File: src/rtl/collision_detector_pkg.sv
// Shared constants and obstacle FSM state type for the collision detector.
// COLLISION_COOLDOWN_EN selects whether the COOLDOWN state exists.
package collision_detector_pkg;

  localparam int COOLDOWN_FRAMES = 4;

`ifdef COLLISION_COOLDOWN_EN
  typedef enum logic [1:0] {ARMED, FIRED, COOLDOWN} obs_state_t;
`else
  typedef enum logic [0:0] {ARMED, FIRED} obs_state_t;
`endif

  // A zero-frame cooldown still needs a 1-bit counter to keep declarations legal.
  function automatic int cnt_width(input int frames);
    return (frames > 0) ? $clog2(frames + 1) : 1;
  endfunction

endpackage

File: src/rtl/collision_oneshot.sv
// One collision channel: reports the first overlap after arming as a
// registered single-cycle pulse; pause freezes the armed state.
module collision_oneshot (
  input  logic clk,
  input  logic reset,
  input  logic overlap,
  input  logic rearm,
  input  logic pause,
  output logic pulse
);

  logic armed;

  always_ff @(posedge clk) begin
    if (reset) begin
      armed <= 1'b1;
      pulse <= 1'b0;
    end else if (pause) begin
      pulse <= 1'b0;
    end else begin
      // an overlap coinciding with re-arm belongs to the new frame
      pulse <= overlap & (armed | rearm);
      if (overlap)
        armed <= 1'b0;
      else if (rearm)
        armed <= 1'b1;
    end
  end

endmodule

File: src/rtl/collision_detector.sv
// Smiley collision detector: per-frame one-shots for borders and an obstacle
// channel gated by an FSM, with optional cooldown under COLLISION_COOLDOWN_EN.
module collision_detector #(
  parameter int COOLDOWN_FRAMES = collision_detector_pkg::COOLDOWN_FRAMES
) (
  input  logic clk,
  input  logic reset,
  input  logic startOfFrame,
  input  logic pause,
  input  logic drawingRequestSmiley,
  input  logic drawingRequestBorderBottom,
  input  logic drawingRequestBorderSide,
  input  logic drawingRequestObstacle,
  input  logic obstacleIsGood,
  output logic collisionSmileyBorderBottom,
  output logic collisionSmileyBorderSide,
  output logic collisionSmileyObstacle,
  output logic collisionSmileyObstacleGood,
  output logic collisionSmileyObstacleBad
);

  import collision_detector_pkg::*;

  logic ov_bottom, ov_side, ov_obs;
  logic rearm_obs;
  logic good_q;
  obs_state_t state;

  assign ov_bottom = drawingRequestSmiley & drawingRequestBorderBottom;
  assign ov_side   = drawingRequestSmiley & drawingRequestBorderSide;
  assign ov_obs    = drawingRequestSmiley & drawingRequestObstacle;

`ifdef COLLISION_COOLDOWN_EN
  localparam int CW = cnt_width(COOLDOWN_FRAMES);
  logic [CW-1:0] cnt;

  always_comb begin
    rearm_obs = 1'b0;
    if (startOfFrame) begin
      case (state)
        FIRED:    rearm_obs = (COOLDOWN_FRAMES == 0);
        COOLDOWN: rearm_obs = (cnt <= CW'(1));
        default:  rearm_obs = 1'b0;
      endcase
    end
  end
`else
  logic unused_cooldown_cfg;
  assign unused_cooldown_cfg = (COOLDOWN_FRAMES != 0);
  assign rearm_obs = startOfFrame & (state == FIRED);
`endif

  always_ff @(posedge clk) begin
    if (reset) begin
      state  <= ARMED;
      good_q <= 1'b0;
`ifdef COLLISION_COOLDOWN_EN
      cnt    <= '0;
`endif
    end else if (!pause) begin
      good_q <= obstacleIsGood;
      case (state)
        ARMED: if (ov_obs) state <= FIRED;
`ifdef COLLISION_COOLDOWN_EN
        FIRED: begin
          if (rearm_obs)
            state <= ov_obs ? FIRED : ARMED;
          else if (startOfFrame) begin
            state <= COOLDOWN;
            cnt   <= CW'(COOLDOWN_FRAMES);
          end
        end
        COOLDOWN: begin
          if (rearm_obs) begin
            cnt   <= '0;
            state <= ov_obs ? FIRED : ARMED;
          end else if (startOfFrame)
            cnt <= cnt - CW'(1);
        end
`else
        FIRED: if (rearm_obs) state <= ov_obs ? FIRED : ARMED;
`endif
        default: state <= ARMED;
      endcase
    end
  end

  collision_oneshot u_bottom (
    .clk(clk), .reset(reset), .overlap(ov_bottom), .rearm(startOfFrame),
    .pause(pause), .pulse(collisionSmileyBorderBottom)
  );

  collision_oneshot u_side (
    .clk(clk), .reset(reset), .overlap(ov_side), .rearm(startOfFrame),
    .pause(pause), .pulse(collisionSmileyBorderSide)
  );

  collision_oneshot u_obstacle (
    .clk(clk), .reset(reset), .overlap(ov_obs), .rearm(rearm_obs),
    .pause(pause), .pulse(collisionSmileyObstacle)
  );

  // good_q holds the attribute from the overlap cycle, aligned with the pulse
  assign collisionSmileyObstacleGood = collisionSmileyObstacle & good_q;
  assign collisionSmileyObstacleBad  = collisionSmileyObstacle & ~good_q;

endmodule
File: config.mk
export PLATFORM = sky130hd
export DESIGN_NAME = collision_detector
export DESIGN_NICKNAME = d
export VERILOG_FILES = /design/src/rtl/collision_detector_pkg.sv /design/src/rtl/collision_oneshot.sv /design/src/rtl/collision_detector.sv
export SDC_FILE = /design/constraint.sdc
export NUM_CORES = 1
export LEC_CHECK = 0
export BUFFER_PORTS_ARGS = -buffer_cell sky130_fd_sc_hd__buf_2
export CORE_AREA = 2 2 39 41
export CTS_CLUSTER_SIZE = 40
export DETAILED_ROUTE_END_ITERATION = 8
export DIE_AREA = 0 0 41 43
export SLEW_MARGIN = 20
export SYNTH_ARGS = -nofsm -noshare
export SYNTH_HDL_FRONTEND = slang
export SYNTH_HIERARCHICAL = 1
export SYNTH_SLANG_ARGS = --single-unit
File: constraint.sdc
create_clock -name clk -period 1.5 [get_ports clk]
set_input_delay 0.075 -clock clk [delete_from_list [all_inputs] [get_ports clk]]
set_output_delay 0.075 -clock clk [all_outputs]
set_load 0.02 [all_outputs]
## After elaboration in Yosys (flattened, before gate mapping)

Index checks and enable logic that the tools add are counted.
Widths: inputs -> output; s select.

- Bitwise logic cells: 15
- Equal/unequal tests: 0
- Order comparisons: 0
- Shift-type cells: 0
- Multipliers: 0
- Muxes and demuxes: 8
- Reductions and logical operators: 7
- Divide/modulo/power cells: 0
- Add/sub/neg operators: 0

Operators by type and width:

| kind | number |
|---|---|
| $and 1x1->1 | 9 |
| $mux 1 | 7 |
| $reduce_and 2->1 | 3 |
| $reduce_bool 2->1 | 3 |
| $not 1->1 | 3 |
| $or 1x1->1 | 3 |
| $pmux 1 s2 | 1 |
| $reduce_or 2->1 | 1 |

- Bits in latches: 0
- Memories kept: 0
- Output and inout bits: 5
- ROM bits: 0
- Input bits: 9
- Word-level logic and storage cells: 38
- Register bits: 8
- RAM bits: 0

## Depth between registers and ports, before layout

- Depth in word-level cells: 4
- Gate-level depth with buffers: 3
- Depth with buffers taken out: 3

## Modules after synthesis

The synthesis kept the hierarchy.

Modules (own cells, without submodules):

| module | area an instance (um^2) | times used | seq. area each (um^2) | cells an instance |
|---|---|---|---|---|
| collision_oneshot | 75.1 | 3 | 40.0 | 7 |
| collision_detector | 115.1 | 1 | 40.0 | 14 |

## Worst setup path after synthesis

OpenSTA, ideal clock, no wires.

- Path kind: flip-flop to output port
- Start point: reg u_obstacle.pulse
- End point: out collisionSmileyObstacleBad
- Arrival: 799 ps
- Slack: 626 ps
- Cell stages (with the launch flop): 2
- Data required time: 1,425 ps
- Path through: dfxtp_1 > nor2b_1

- Longest elaborated chain between the ends: 1

Ends and longest elaborated chain:

| what | RTL line | text |
|---|---|---|
| start: declaration | collision_oneshot.sv:9 | `output logic pulse` |
| start signal: assignment | collision_oneshot.sv:22 | `pulse <= overlap & (armed \| rearm);` |
| $and 1x1->1 | collision_detector.sv:105 | `assign collisionSmileyObstacleBad = collisionSmileyObstacle & ~good_q;` |
| end: declaration | collision_detector.sv:19 | `output logic collisionSmileyObstacleBad` |

Every way passes these cells.

## Worst setup path after layout

- Start point: reg good_q
- End point: out collisionSmileyObstacleGood

- Longest elaborated chain between the ends: 1

Ends and longest elaborated chain:

| what | RTL line | text |
|---|---|---|
| start: declaration | collision_detector.sv:26 | `logic good_q;` |
| start signal: assignment | collision_detector.sv:61 | `good_q <= obstacleIsGood;` |
| $and 1x1->1 | collision_detector.sv:104 | `assign collisionSmileyObstacleGood = collisionSmileyObstacle & good_q;` |
| end: declaration | collision_detector.sv:18 | `output logic collisionSmileyObstacleGood,` |

Every way passes these cells.

==> results.sh <==
export IMPL_die_height_um=43
export IMPL_postCtsSetupRepairBufs=0
export IMPL_flops_latches_synth=8
export IMPL_synth_cell_types=11
export IMPL_holdCritPathClass="input pin to flop"
export IMPL_ys_seq_area_frac=0.471
export IMPL_ant_diodes=0
export IMPL_endpoint="collisionSmileyObstacleGood"
export IMPL_largest_net_degree_at_the_start_of_global_routing=10
export IMPL_h_tree_depth=1
export IMPL_hp_start="obstacleIsGood"
export IMPL_total_congestion_overflow_after_global_routing=0
export IMPL_power_leakage_nw=0.202
export IMPL_worstSetupPathType="flop to primary output"
export IMPL_r2r_path_start="state$_SDFFE_PP0N_"
export IMPL_cts_tree="yes"
export IMPL_p_seq_frac=0.524
export IMPL_synth_largest_area_cell="sky130_fd_sc_hd__dfxtp_1"
export IMPL_rows=14
export IMPL_combPwrFrac=0.112
export IMPL_synthesis_area_per_instance_sq_um=9.72
export IMPL_hold_worst_slack_ps=72.4
export IMPL_cts_sinks=8
export IMPL_top_library_cells_by_usage_in_the_layout_fill_and_taps_aside="sky130_fd_sc_hd__buf_2 (13), sky130_fd_sc_hd__dfxtp_1 (8), sky130_fd_sc_hd__and2_1 (5), sky130_fd_sc_hd__nor2_1 (5), sky130_fd_sc_hd__nand2b_1 (4)"
export IMPL_synthTopCellsByArea="sky130_fd_sc_hd__dfxtp_1 (47%), sky130_fd_sc_hd__nor3b_2 (11%), sky130_fd_sc_hd__and2_1 (9.2%), sky130_fd_sc_hd__nand2b_1 (7.4%), sky130_fd_sc_hd__o21a_1 (6.6%)"
export IMPL_yosysWarningCount=6
export IMPL_rr_endpoint="u_obstacle/armed$_SDFFE_PP1P_"
export IMPL_num_nets_final=62
export IMPL_hold_viol_final=0
export IMPL_startpoint_type="flop"
export IMPL_arrival_ps=850
export IMPL_post_route_util=0.324
export IMPL_drv_max_cap_violation_count=0
export IMPL_post_synth_instance_area_sq_um=340
export IMPL_synthesis_instances=35
export IMPL_fillerInstances=146
export IMPL_chipWidth_um=41
export IMPL_via_count_of_the_first_global_routing_pass=261
export IMPL_initial_utilization=0.246
export IMPL_buffer_ports_inserted=13
export IMPL_grt_usage=0.0744
export IMPL_timing_final_crit_share=0.615
export IMPL_clockRootBuffer="sky130_fd_sc_hd__clkbuf_4"
export IMPL_status="finished, final reports clean"
export IMPL_ant_nets=0
export IMPL_insertion_delay_ps=240
export IMPL_first_pass_iters=4
export IMPL_proportion_of_netlist_area_held_by_the_largest_area_contributor=0.471
export IMPL_end_kind="primary output"
export IMPL_detailedPlace_worstSlack_ps=738
export IMPL_clock_path_buffers=2
export IMPL_layout_min_cycle_time_ps=923
export IMPL_hold_buffers=0
export IMPL_grt_antenna_before_repair=0
export IMPL_final_layout_size_suffix_gt1_frac=0.373
export IMPL_routed_via_count_divided_by_cell_count=4.18
export IMPL_layout_commonest_cell="sky130_fd_sc_hd__buf_2"
export IMPL_drt_wirelength_per_cell_um=9.39
export IMPL_routed_wl_um=629
export IMPL_critPathLaunch="good_q$_SDFFE_PP0N_"
export IMPL_grt_pass1_wl_um=890
export IMPL_cts_resized_gates=0
export IMPL_setup_ws_ps=577
export IMPL_power_per_cell_area_nw_per_um2=964
export IMPL_p_int_mw=0.337
export IMPL_clk_slew_on_worst_s_h_paths_ps=50
export IMPL_core_sq_um=1380
export IMPL_area_delta_synth_final_pct=31.6
export IMPL_timing_worst_slew_pin_value_ps=186
export IMPL_vias=280
export IMPL_net_switching_power_mw=0.0951
export IMPL_place_gp_congestion=0.563
export IMPL_finClkSkew_ps=0.0681
export IMPL_synth_net_count=44
export IMPL_finalSetupViolCount=0
export IMPL_drt_first_iter_violations=3
export IMPL_timing_critical_path_fanout_max=3
export IMPL_peakVddDrop_v=0.000150
export IMPL_crit_required_ps=1420
export IMPL_post_route_drc_count=0
export IMPL_switching_share=0.220
export IMPL_worst_r2r_setup_slack_ps=780
export IMPL_fmaxAchievable_mhz=1080
export IMPL_power_clock_fraction=0.364
export IMPL_fp_dieArea_sq_um=1760
export IMPL_p_total_mw=0.432
export IMPL_cts_buffers_inserted=3
export IMPL_totalNegativeSetupSlack_ps=0
export IMPL_worst_slew_margin_rel=0.876
export IMPL_r2r_cells=3
export IMPL_grt_setup_unrepaired="no"
export IMPL_pin_count=14
export IMPL_slew_violations=0
-- cells by family after synthesis --
group / after synthesis / synth area share
and+or+nand+nor: 18 / 0.349
DFF: 8 / 0.471
AOI/OAI and AO/OA: 7 / 0.140
muxes: 1 / 0.0294
buffers and inverters: 1 / 0.0110
-- power groups by stage --
| stage | Sequential [mW] | Clock [mW] | Combinational [mW] |
|---|---|---|---|
| final | 0.226 | 0.157 | 0.0482 |
| after global routing | 0.227 | 0.176 | 0.0532 |
| after CTS | 0.226 | 0.165 | 0.0486 |
| after detailed placement | 0.231 | 0 | 0.0482 |
| after global placement | 0.231 | 0 | 0.0476 |
| after floorplan | 0.233 | 0 | 0.0212 |
-- worst min-delay path by stage --
| stage | endpoint | slack, ps | depth (start not counted) |
|---|---|---|---|
| 6_report | good_q$_SDFFE_PP0N_ | 70 | 3 |
| 5_1_grt | good_q$_SDFFE_PP0N_ | 70 | 3 |
| 4_1_cts | good_q$_SDFFE_PP0N_ | 70 | 3 |
| 3_5_place_dp | good_q$_SDFFE_PP0N_ | 330 | 3 |
| 3_3_place_gp | good_q$_SDFFE_PP0N_ | 320 | 3 |
| 2_1_floorplan | good_q$_SDFFE_PP0N_ | 150 | 1 |
-- critical path, stage by stage, from the launching register on --
cell                      delay, ps
sky130_fd_sc_hd__dfxtp_1        340
sky130_fd_sc_hd__and2_1         120
sky130_fd_sc_hd__buf_2          150
-- area by class of cell --
type                            instances  area (sq um)  area share
Inverter                                1          3.75     0.00838
Multi-Input combinational cell         26           176       0.394
Clock buffer                            3          22.5      0.0503
Timing Repair Buffer                   13          65.1       0.145
Sequential cell                         8           160       0.358
Tap cell                               16          20.0      0.0447
-- through the flow --
step / std cells / instance area [sq um]
4_1_cts: 67 / 448
3_3_place_gp: 64 / 425
6_report: 67 / 448
2_1_floorplan: 35 / 340
5_1_grt: 67 / 448
3_5_place_dp: 64 / 425
-- sequential cells by signal (all words and copies together) (netlist names) --
name	count
u_side/pulse	1
u_obstacle/pulse	1
u_bottom/armed	1
u_side/armed	1
u_bottom/pulse	1
u_obstacle/armed	1
good_q	1
state	1
-- layer usage --
layer	track usage	wire length, um	vias to the layer above
li1	-	-	149
met1	0.0677	298	117
met2	0.128	277	14
met3	0.0157	52	0
met4	0.0600	0	0
met5	0	0	-
-- cells in the mapped netlist, drive strengths merged --
| library cell | instances |
|---|---|
| a21oi | 3 |
| mux2i | 1 |
| nand2b | 4 |
| and2 | 5 |
| o21a | 3 |
| nor3b | 3 |
| inv | 1 |
| nor2 | 5 |
| dfxtp | 8 |
| a32o | 1 |
| nor2b | 1 |
Power figures use the tool's default switching activity.
